`src/rtl/seg7_reader.sv`:
```
// Active-low 7-segment pattern to hex digit decoder with a stability filter; optional SEG7_ERR_COUNT_EN adds err_count.
// Latency: result registered on the edge that takes the STABLE-th identical sample.
// Backpressure: one-entry output buffer; an emit into a full, undrained buffer is dropped and pulses overrun.
module seg7_reader #(
    parameter int STABLE = 4
) (
    input  logic       clock,
    input  logic       reset,
    input  logic [6:0] seg,
    input  logic       seg_valid,
    output logic [3:0] digit,
    output logic       err,
    output logic       out_valid,
    input  logic       out_ready,
    output logic       overrun
`ifdef SEG7_ERR_COUNT_EN
    ,
    output logic [7:0] err_count
`endif
);

    localparam logic [7:0] STABLE_L = 8'(STABLE);

    typedef enum logic {IDLE, COUNT} state_t;

    state_t     state, state_nxt;
    logic [6:0] cand, cand_nxt;
    logic [7:0] cnt, cnt_nxt;
    logic [6:0] last;
    logic       last_ok;
    logic       accept;
    logic [6:0] acc_pat;
    logic [4:0] dec;
    logic       emit;
    logic       load;

    // Returns {err, digit}; illegal glyphs decode to err=1, digit=0.
    function automatic logic [4:0] decode(input logic [6:0] p);
        case (p)
            7'h40:   decode = {1'b0, 4'h0};
            7'h79:   decode = {1'b0, 4'h1};
            7'h24:   decode = {1'b0, 4'h2};
            7'h30:   decode = {1'b0, 4'h3};
            7'h19:   decode = {1'b0, 4'h4};
            7'h12:   decode = {1'b0, 4'h5};
            7'h02:   decode = {1'b0, 4'h6};
            7'h78:   decode = {1'b0, 4'h7};
            7'h00:   decode = {1'b0, 4'h8};
            7'h10:   decode = {1'b0, 4'h9};
            7'h08:   decode = {1'b0, 4'hA};
            7'h03:   decode = {1'b0, 4'hB};
            7'h46:   decode = {1'b0, 4'hC};
            7'h21:   decode = {1'b0, 4'hD};
            7'h06:   decode = {1'b0, 4'hE};
            7'h0E:   decode = {1'b0, 4'hF};
            default: decode = {1'b1, 4'h0};
        endcase
    endfunction

    always_comb begin
        state_nxt = state;
        cand_nxt  = cand;
        cnt_nxt   = cnt;
        accept    = 1'b0;
        acc_pat   = cand;
        if (seg_valid) begin
            if (state == IDLE || seg != cand) begin
                state_nxt = COUNT;
                cand_nxt  = seg;
                cnt_nxt   = 8'd1;
                if (STABLE == 1) begin
                    accept  = 1'b1;
                    acc_pat = seg;
                end
            end else begin
                cnt_nxt = (cnt == 8'hFF) ? cnt : cnt + 8'd1;
                // Fires only on the transition into STABLE, so a long run accepts once.
                if (cnt != STABLE_L && cnt_nxt == STABLE_L) begin
                    accept = 1'b1;
                end
            end
        end
    end

    assign dec  = decode(acc_pat);
    assign emit = accept && !(last_ok && acc_pat == last);
    assign load = emit && (!out_valid || out_ready);

    always_ff @(posedge clock) begin
        if (reset) begin
            state     <= IDLE;
            cand      <= 7'd0;
            cnt       <= 8'd0;
            last      <= 7'd0;
            last_ok   <= 1'b0;
            digit     <= 4'd0;
            err       <= 1'b0;
            out_valid <= 1'b0;
            overrun   <= 1'b0;
        end else begin
            state <= state_nxt;
            cand  <= cand_nxt;
            cnt   <= cnt_nxt;
            if (emit) begin
                last    <= acc_pat;
                last_ok <= 1'b1;
            end
            if (load) begin
                err   <= dec[4];
                digit <= dec[3:0];
            end
            out_valid <= load || (out_valid && !out_ready);
            overrun   <= emit && !load;
        end
    end

`ifdef SEG7_ERR_COUNT_EN
    // Counts every illegal-glyph emission, including ones lost to overrun.
    always_ff @(posedge clock) begin
        if (reset) begin
            err_count <= 8'd0;
        end else if (emit && dec[4] && err_count != 8'hFF) begin
            err_count <= err_count + 8'd1;
        end
    end
`endif

endmodule

```
`config.mk`:
```
export PLATFORM = sky130hd
export DESIGN_NAME = seg7_reader
export DESIGN_NICKNAME = d
export VERILOG_FILES = /design/src/rtl/seg7_reader.sv
export SDC_FILE = /design/constraint.sdc
export NUM_CORES = 1
export LEC_CHECK = 0
export CORE_UTILIZATION = 30
export CTS_BUF_LIST = sky130_fd_sc_hd__clkbuf_4 sky130_fd_sc_hd__clkbuf_8 sky130_fd_sc_hd__clkbuf_16
export CTS_CLUSTER_DIAMETER = 80
export DETAILED_ROUTE_END_ITERATION = 6
export GPL_TIMING_DRIVEN = 0
export HOLD_SLACK_MARGIN = 0.03
export PLACE_DENSITY_LB_ADDON = 0.3
export SYNTH_ARGS = -nofsm -noshare
export SYNTH_HDL_FRONTEND = slang
export SYNTH_SLANG_ARGS = --single-unit
```
`constraint.sdc`:
```
create_clock -name clock -period 6.7 [get_ports clock]
set_input_delay 1.675 -clock clock [delete_from_list [all_inputs] [get_ports clock]]
set_output_delay 1.675 -clock clock [all_outputs]
set_load 0.02 [all_outputs]
```
==> results of run 1 <==
-- synthesized netlist by cell type (all sizes together) (2+ instances only) --
cell type	number	area, um^2
o21bai	2	15.0
o211ai	3	22.5
nor4	2	12.5
o21ai	11	55.1
o31ai	4	30.0
a32oi	2	17.5
nand2b	3	18.8
a31o	3	26.3
nand4	8	50.1
a21oi	17	85.1
xnor2	15	131
nor2b	2	12.5
nand3	13	65.1
mux2	2	30.0
inv	5	18.8
nor2	14	52.6
xor2	3	26.3
and2	2	12.5
a211oi	9	72.6
nand4b	2	32.5
buf	7	32.5
clkbuf	18	67.6
mux2i	10	100
dfxtp	31	621
nor3b	2	15.0
nor3	7	35.0
ha	2	25.0
and4	8	70.1
a41oi	3	26.3
and3	4	26.3
a31oi	2	12.5
nand2	11	41.3
-- cells by family after synthesis --
group	synth area share
AO/OA/AOI/OAI	0.213
buffers and inverters	0.0594
flip-flops	0.310
adder cells (fa/ha/maj)	0.0125
AND/OR/NAND/NOR	0.261
multiplexers	0.0650
XOR/XNOR	0.0788
-- layout by cell type (no fill, tap or decap), types with 2 or more instances in the layout --
cell type         n
xnor2_1          15
nand3_1          13
and3_1            3
nand2b_1          3
a32oi_1           2
nor2_1           14
o211ai_1          3
clkbuf_8          7
o31ai_1           4
a31oi_1           2
nor3_1            7
dfxtp_1          31
xor2_1            3
nor3b_1           2
nor4_1            2
a21oi_1          17
ha_1              2
buf_2             5
o21ai_0          10
buf_1             2
a211oi_1          8
nor2b_1           2
and4_1            8
a41oi_1           3
a31o_2            3
clkbuf_1         18
nand2_1          11
inv_1             5
o21bai_1          2
clkdlybuf4s50_1  16
mux2_4            2
mux2i_1          10
nand4_1           8
-- metal layers --
| metal | vias to the layer above | share of wire | global-route usage |
|---|---|---|---|
| met5 | - | 0 | 0 |
| met4 | 0 | 0.019 | 0.0586 |
| met3 | 11 | 0.045 | 0.0346 |
| met2 | 53 | 0.44 | 0.224 |
| met1 | 870 | 0.50 | 0.214 |
| li1 | 953 | - | - |
-- registers in the layout, indices dropped and copies added (netlist names) --
| name | count |
|---|---|
| last | 7 |
| last_ok | 1 |
| err | 1 |
| cnt | 8 |
| out_valid | 1 |
| digit | 4 |
| state | 1 |
| acc_pat | 7 |
| overrun | 1 |
-- layout make-up --
class / count / area share
clock buffer: 8 / 0.0440
sequential: 31 / 0.263
multi-input combinational: 182 / 0.534
buffer: 25 / 0.0424
tap: 77 / 0.0408
timing repair buffer: 16 / 0.0678
inverter: 5 / 0.00795
-- stage by stage --
step | cells | area, um^2
final | 344 | 2360
after global routing | 344 | 2360
after CTS | 344 | 2360
after detailed placement | 336 | 2260
after global placement | 336 | 2260
after floorplan | 243 | 2000
-- final timing paths --
path	startpoint	cells past startpoint	slack (ns)	to
hold reg to reg	last[1]	2	0.48	last[1]
hold / removal	last[1]	2	0.48	last[1]
setup / recovery	seg[1]	7	3.31	last[6]
setup reg to reg	cnt[0]	7	4.21	last[6]
-- power by group --
group / total (mW) / internal (mW) / switching [mW] / leakage, nW
clock: 0.173 / 0.0978 / 0.0747 / 0.0549
sequential: 0.191 / 0.188 / 0.00307 / 0.252
combinational: 0.0600 / 0.0246 / 0.0354 / 0.499
total: 0.423 / 0.310 / 0.113 / 0.805
-- worst reg2reg max path: cells and delay by family (launching register included) --
| kind | cells | cell delay, ns |
|---|---|---|
| AOI/OAI and AO/OA | 4 | 1.04 |
| and+or+nand+nor | 1 | 0.48 |
| DFF | 1 | 0.44 |
| adders and majority gates | 1 | 0.31 |
| buffers and inverters | 1 | 0.09 |
==> summary.md, run 1 <==
| Metric | Value |
|---|---|
| Status | complete, no violations |
| Syn nets | approximately 260 |
| Remaining DRCs | 0 |
| Hold buffers post-CTS | 0 |
| Placement Rows | 29 |
| Synthesized instance count | about 240 |
| Final Worst Setup Slack | 3.31 ns |
| Total power draw | 0.423 mW |
| Routed wire length | between 5000 and 6000 um |
| CP Class | in2reg |
| Slowest CP cell | clkdlybuf4s50_1 |
| DPL Wire Length | 3730 um |
| Finished Core Util | 0.370 |
| Tot GR Track Use | 0.152 |
| Post-synthesis cell area | between 2000 and 2500 um^2 |
| Final Skew | between 0.01 and 0.015 ns |
| Worst Setup Start Kind | primary input |
| Core Footprint | 6390 um^2 |
| Vias | ~1900 |
| Tightest Pin Transition | around 0.64 ns |
| Clk sinks | 31 |
| Total gr overflow | 0 |
| Worst Path Required | 6.92 ns |
| Fin Hold WS | roughly 0.48 ns |
| Crit path time final | 3.39 ns |
| Arrival @ worst endpoint | between 3 and 4 ns |
| Die height | around 84 um |
| Slew margin rel. | 0.574 |
| Ratio of cells with drive above 1 in the final layout | 0.0899 |
| CP peak stage delay | roughly 0.45 ns |
| Register bit total from synthesis | 31 |
| VDD IR max | about 90 uV |
| Detail Route Antenna Nets | 0 |
| Avg Inst Size Synth | a little over 8 um^2 |
| Worst-Skew Late Latency | roughly 0.30 ns |
| Largest net degree at the start of global routing | 11 |
| Post_cts resized | 0 |
| Power Density | around 180 nW/um^2 |
| Post-CTS setup buffer count | 0 |
| Routability congestion estimate | 0.821 |
| Initial Utilization | 0.313 |
| Leak | a little over 0.8 nW |
| Setup violations, final | 0 |
| H-tree Lvls | 2 |
| Num CTS Buffers | 5 |
| Antenna Diode Count | 0 |
| Max-cap violation count | 0 |
| Critical path, cell by cell | clkdlybuf4s50_1 > xnor2_1 > and4_1 > and3_1 > clkbuf_1 > nand4_1 > a21oi_1 |
| Crit. End Element | flip-flop |
| Worst Path Max Fanout | 10 |
| Worst path top cell family by delay | buffers and inverters |
| Via density | 5.49 |
| HP Class | reg2reg |
| Area delta synth->final | 18.0% |
| CTS tree | done |
| 1st-pass router iterations | 4 |
| Seq/Total Area, Yosys | 0.310 |
| First-pass GRT wire length | about 8600 um |
| Post-route setup TNS | 0 ns |
| Dominant synthesized flop cell | dfxtp_1 |
| Fin nets | roughly 280 |
| DR iter-0 viols | 112 |
| Multi-input logic area | about 1300 um^2 |
| Synth warn | 0 |
| Dpl ws | 3.01 ns |
| Sequential cell area | between 600 and 700 um^2 |
| CTS max path bufs | 2 |
| Final period util | 0.506 |
| Ys async rst share | 0 |
| Root Driver | clkbuf_8 |
| Die area | 7000 um^2 |
| Number of global-route vias before repair | between 1500 and 2000 |
| Fmax | 0.295 GHz |
| # fillers | 660 |
| RSZ-0062 raised after global routing | no |
| Port bufs | 16 |
| Initial antenna violation count | 0 |
| CP bufs+invs | 2 |
| Clock-pin slew on the worst setup and hold paths | approximately 0.070 ns |
| Routed len/inst | roughly 15 um |
| EDFF count, synth | 0 |
| Die W | approximately 84 um |
| Fin. max-slew vios | 0 |
| Hold Violations, Final | 0 |
| Netlist cell types | 54 |
| # IOs | 18 |
No activity file was read; power rests on OpenSTA's default activity.
==> inputs of run 2 (changes only) <==
clock period = 3.2 ns   (was 6.7 ns; I/O delays follow)
==> results of run 2 <==
The final DEF is identical to that of run 1. Status: complete, no violations.
Among the figures that moved: setup slack after placement 3.01 ns -> 0.384 ns; setup slack after layout 3.31 ns -> 0.683 ns; register-to-register setup slack 4.21 ns -> 0.71 ns; total power 0.423 mW -> 0.886 mW; worst IR drop on VDD 89.7 uV -> 188 uV
==> inputs of run 3 (changes only) <==
clock period = 2.6 ns   (was 3.2 ns; I/O delays follow)
==> run 3 against run 2 <==
Global-route usage is the same. Sequential share of layout area shrank 0.11 points. Worst setup slack lost 0.54 ns. Final cell count is the same.
==> summary.md, run 3 (synthesis results as in run 1) <==
| Metric | Value |
|---|---|
| Crit. End Element | flip-flop |
| Via density | 5.47 |
| # fillers | roughly 660 |
| Largest net degree at the start of global routing | 11 |
| Routed wire length | 5110 um |
| Logic gate share of total power | 0.142 |
| Crit path time final | 2.46 ns |
| Die area | around 7000 um^2 |
| CTS tree | done |
| Switching pwr | between 0.2 and 0.3 mW |
| CTS max path bufs | 2 |
| Number of global-route vias before repair | approximately 1700 |
| Final Worst Setup Slack | roughly 0.14 ns |
| Dpl ws | -0.0657 ns |
| Die W | 83.7 um |
| Total power draw | 1.09 mW |
| Final Skew | between 0.01 and 0.015 ns |
| Clock-pin slew on the worst setup and hold paths | about 0.070 ns |
| Clk sinks | 31 |
| Clock network fraction of design power | 0.406 |
| # IOs | 18 |
| Area delta synth->final | 18.8% |
| DR iter-0 viols | 138 |
| DPL Wire Length | approximately 3700 um |
| H-tree Lvls | 2 |
| Finished Core Util | 0.372 |
| Worst-Skew Late Latency | 0.30 ns |
| Routability congestion estimate | a little over 0.8 |
| Internal power | 0.799 mW |
| Routed len/inst | 14.9 um |
| Placement Rows | 29 |
| Setup violations, final | 0 |
| Status | complete, no violations |
| Detail Route Antenna Nets | 0 |
| Hold buffers post-CTS | 0 |
| Hold Crit Start | last[1] |
| Commonest non-fill, non-tap cells in the layout | 30 x dfxtp_1, 18 x clkbuf_1, 17 x a21oi_1 |
| Cell Area, Placed | between 2000 and 2500 um^2 |
| Reg-to-reg startpoint | cnt[1] |
| Power Density | between 400 and 500 nW/um^2 |
| CP Class | reg2reg |
| Worst Setup Start Kind | flip-flop |
| Tightest Pin Transition | 0.637 ns |
| Die height | roughly 84 um |
| Slew margin rel. | 0.575 |
| Final Cell Area | roughly 2400 um^2 |
| Worst Path Max Fanout | 6 |
| Initial antenna violation count | 0 |
| Fmax | between 0.4 and 0.5 GHz |
| Port bufs | 16 |
| Final period util | 0.947 |
| Worst setup path start | cnt[1] |
| Multi-input logic area | 1270 um^2 |
| Commonest non-fill, non-tap cell in the layout | dfxtp_1 |
| Max-cap violation count | 0 |
| Leak | just over 0.8 nW |
| Most flop-heavy register | cnt |
| First-pass GRT wire length | around 8600 um |
| Sequential cell area | around 620 um^2 |
| RSZ-0062 raised after global routing | no |
| Initial Utilization | 0.313 |
| Arrival @ worst endpoint | about 2.7 ns |
| Hold Violations, Final | 0 |
| Core Footprint | 6390 um^2 |
| Num CTS Buffers | 5 |
| Root Driver | clkbuf_8 |
| Fin. max-slew vios | 0 |
| Fin nets | between 200 and 300 |
| Vias | roughly 1900 |
| VDD IR max | 229 uV |
| Remaining DRCs | 0 |
| Seq pwr share | 0.451 |
| Switching part of the total | 0.266 |
| Total gr overflow | 0 |
| Antenna Diode Count | 0 |
| Largest register FFs | 8 |
| Worst Path Required | between 2 and 3 ns |
| HP Class | reg2reg |
| 1st-pass router iterations | 4 |
| Tot GR Track Use | 0.152 |
| Fin Hold WS | 0.479 ns |
| Ratio of cells with drive above 1 in the final layout | 0.0974 |
-- run 3: power by group through the flow --
| stage | registers (mW) | logic, mW | clock network (mW) |
|---|---|---|---|
| final | 0.492 | 0.155 | 0.443 |
| after global routing | 0.493 | 0.172 | 0.471 |
| after CTS | 0.491 | 0.154 | 0.448 |
| after detailed placement | 0.502 | 0.153 | 0 |
| after global placement | 0.502 | 0.153 | 0 |
| after floorplan | 0.500 | 0.108 | 0 |
-- run 3: layout make-up --
| type | instances | area share |
|---|---|---|
| Multi-Input combinational cell | 182 | 0.537 |
| Sequential cell | 31 | 0.262 |
| Timing Repair Buffer | 16 | 0.0674 |
| Clock buffer | 8 | 0.0437 |
| Buffer | 25 | 0.0421 |
| Tap cell | 77 | 0.0405 |
| Inverter | 5 | 0.00790 |
-- run 3: final timing paths --
check / end / slack (ns) / cells after the start
setup / recovery: err / 0.14 / 7
hold / removal: last[1] / 0.48 / 2
setup reg to reg: err / 0.14 / 7
hold reg to reg: last[1] / 0.48 / 2
-- run 3: worst max-delay path, stage by stage, from the launching register on --
cell and delay (ns):
dfxtp_1 0.43, inv_1 0.07, ha_1 0.28, or4b_1 0.55, a211oi_4 0.24, and4_1 0.28
nand4b_4 0.19, mux2_4 0.33
-- run 3: routing by layer --
metal | up-vias | track usage | share of wire
li1 | 955 | - | -
met1 | 862 | 0.214 | 0.50
met2 | 52 | 0.224 | 0.44
met3 | 11 | 0.0346 | 0.046
met4 | 0 | 0.0586 | 0.020
met5 | - | 0 | 0
-- run 3: what timing repair did --
item | in CTS | in global routing
setup endpoints to repair | 0 | 5
buffers inserted | 0 | 0
gates resized for setup | 0 | 3
-- run 3: per-stage QoR --
| stage | setup TNS, ns | cells |
|---|---|---|
| 2_1_floorplan | 0 | 243 |
| 3_3_place_gp | -0.152 | 336 |
| 3_5_place_dp | -0.166 | 336 |
| 4_1_cts | 0 | 344 |
| 5_1_grt | 0 | 344 |
| 6_report | 0 | 344 |
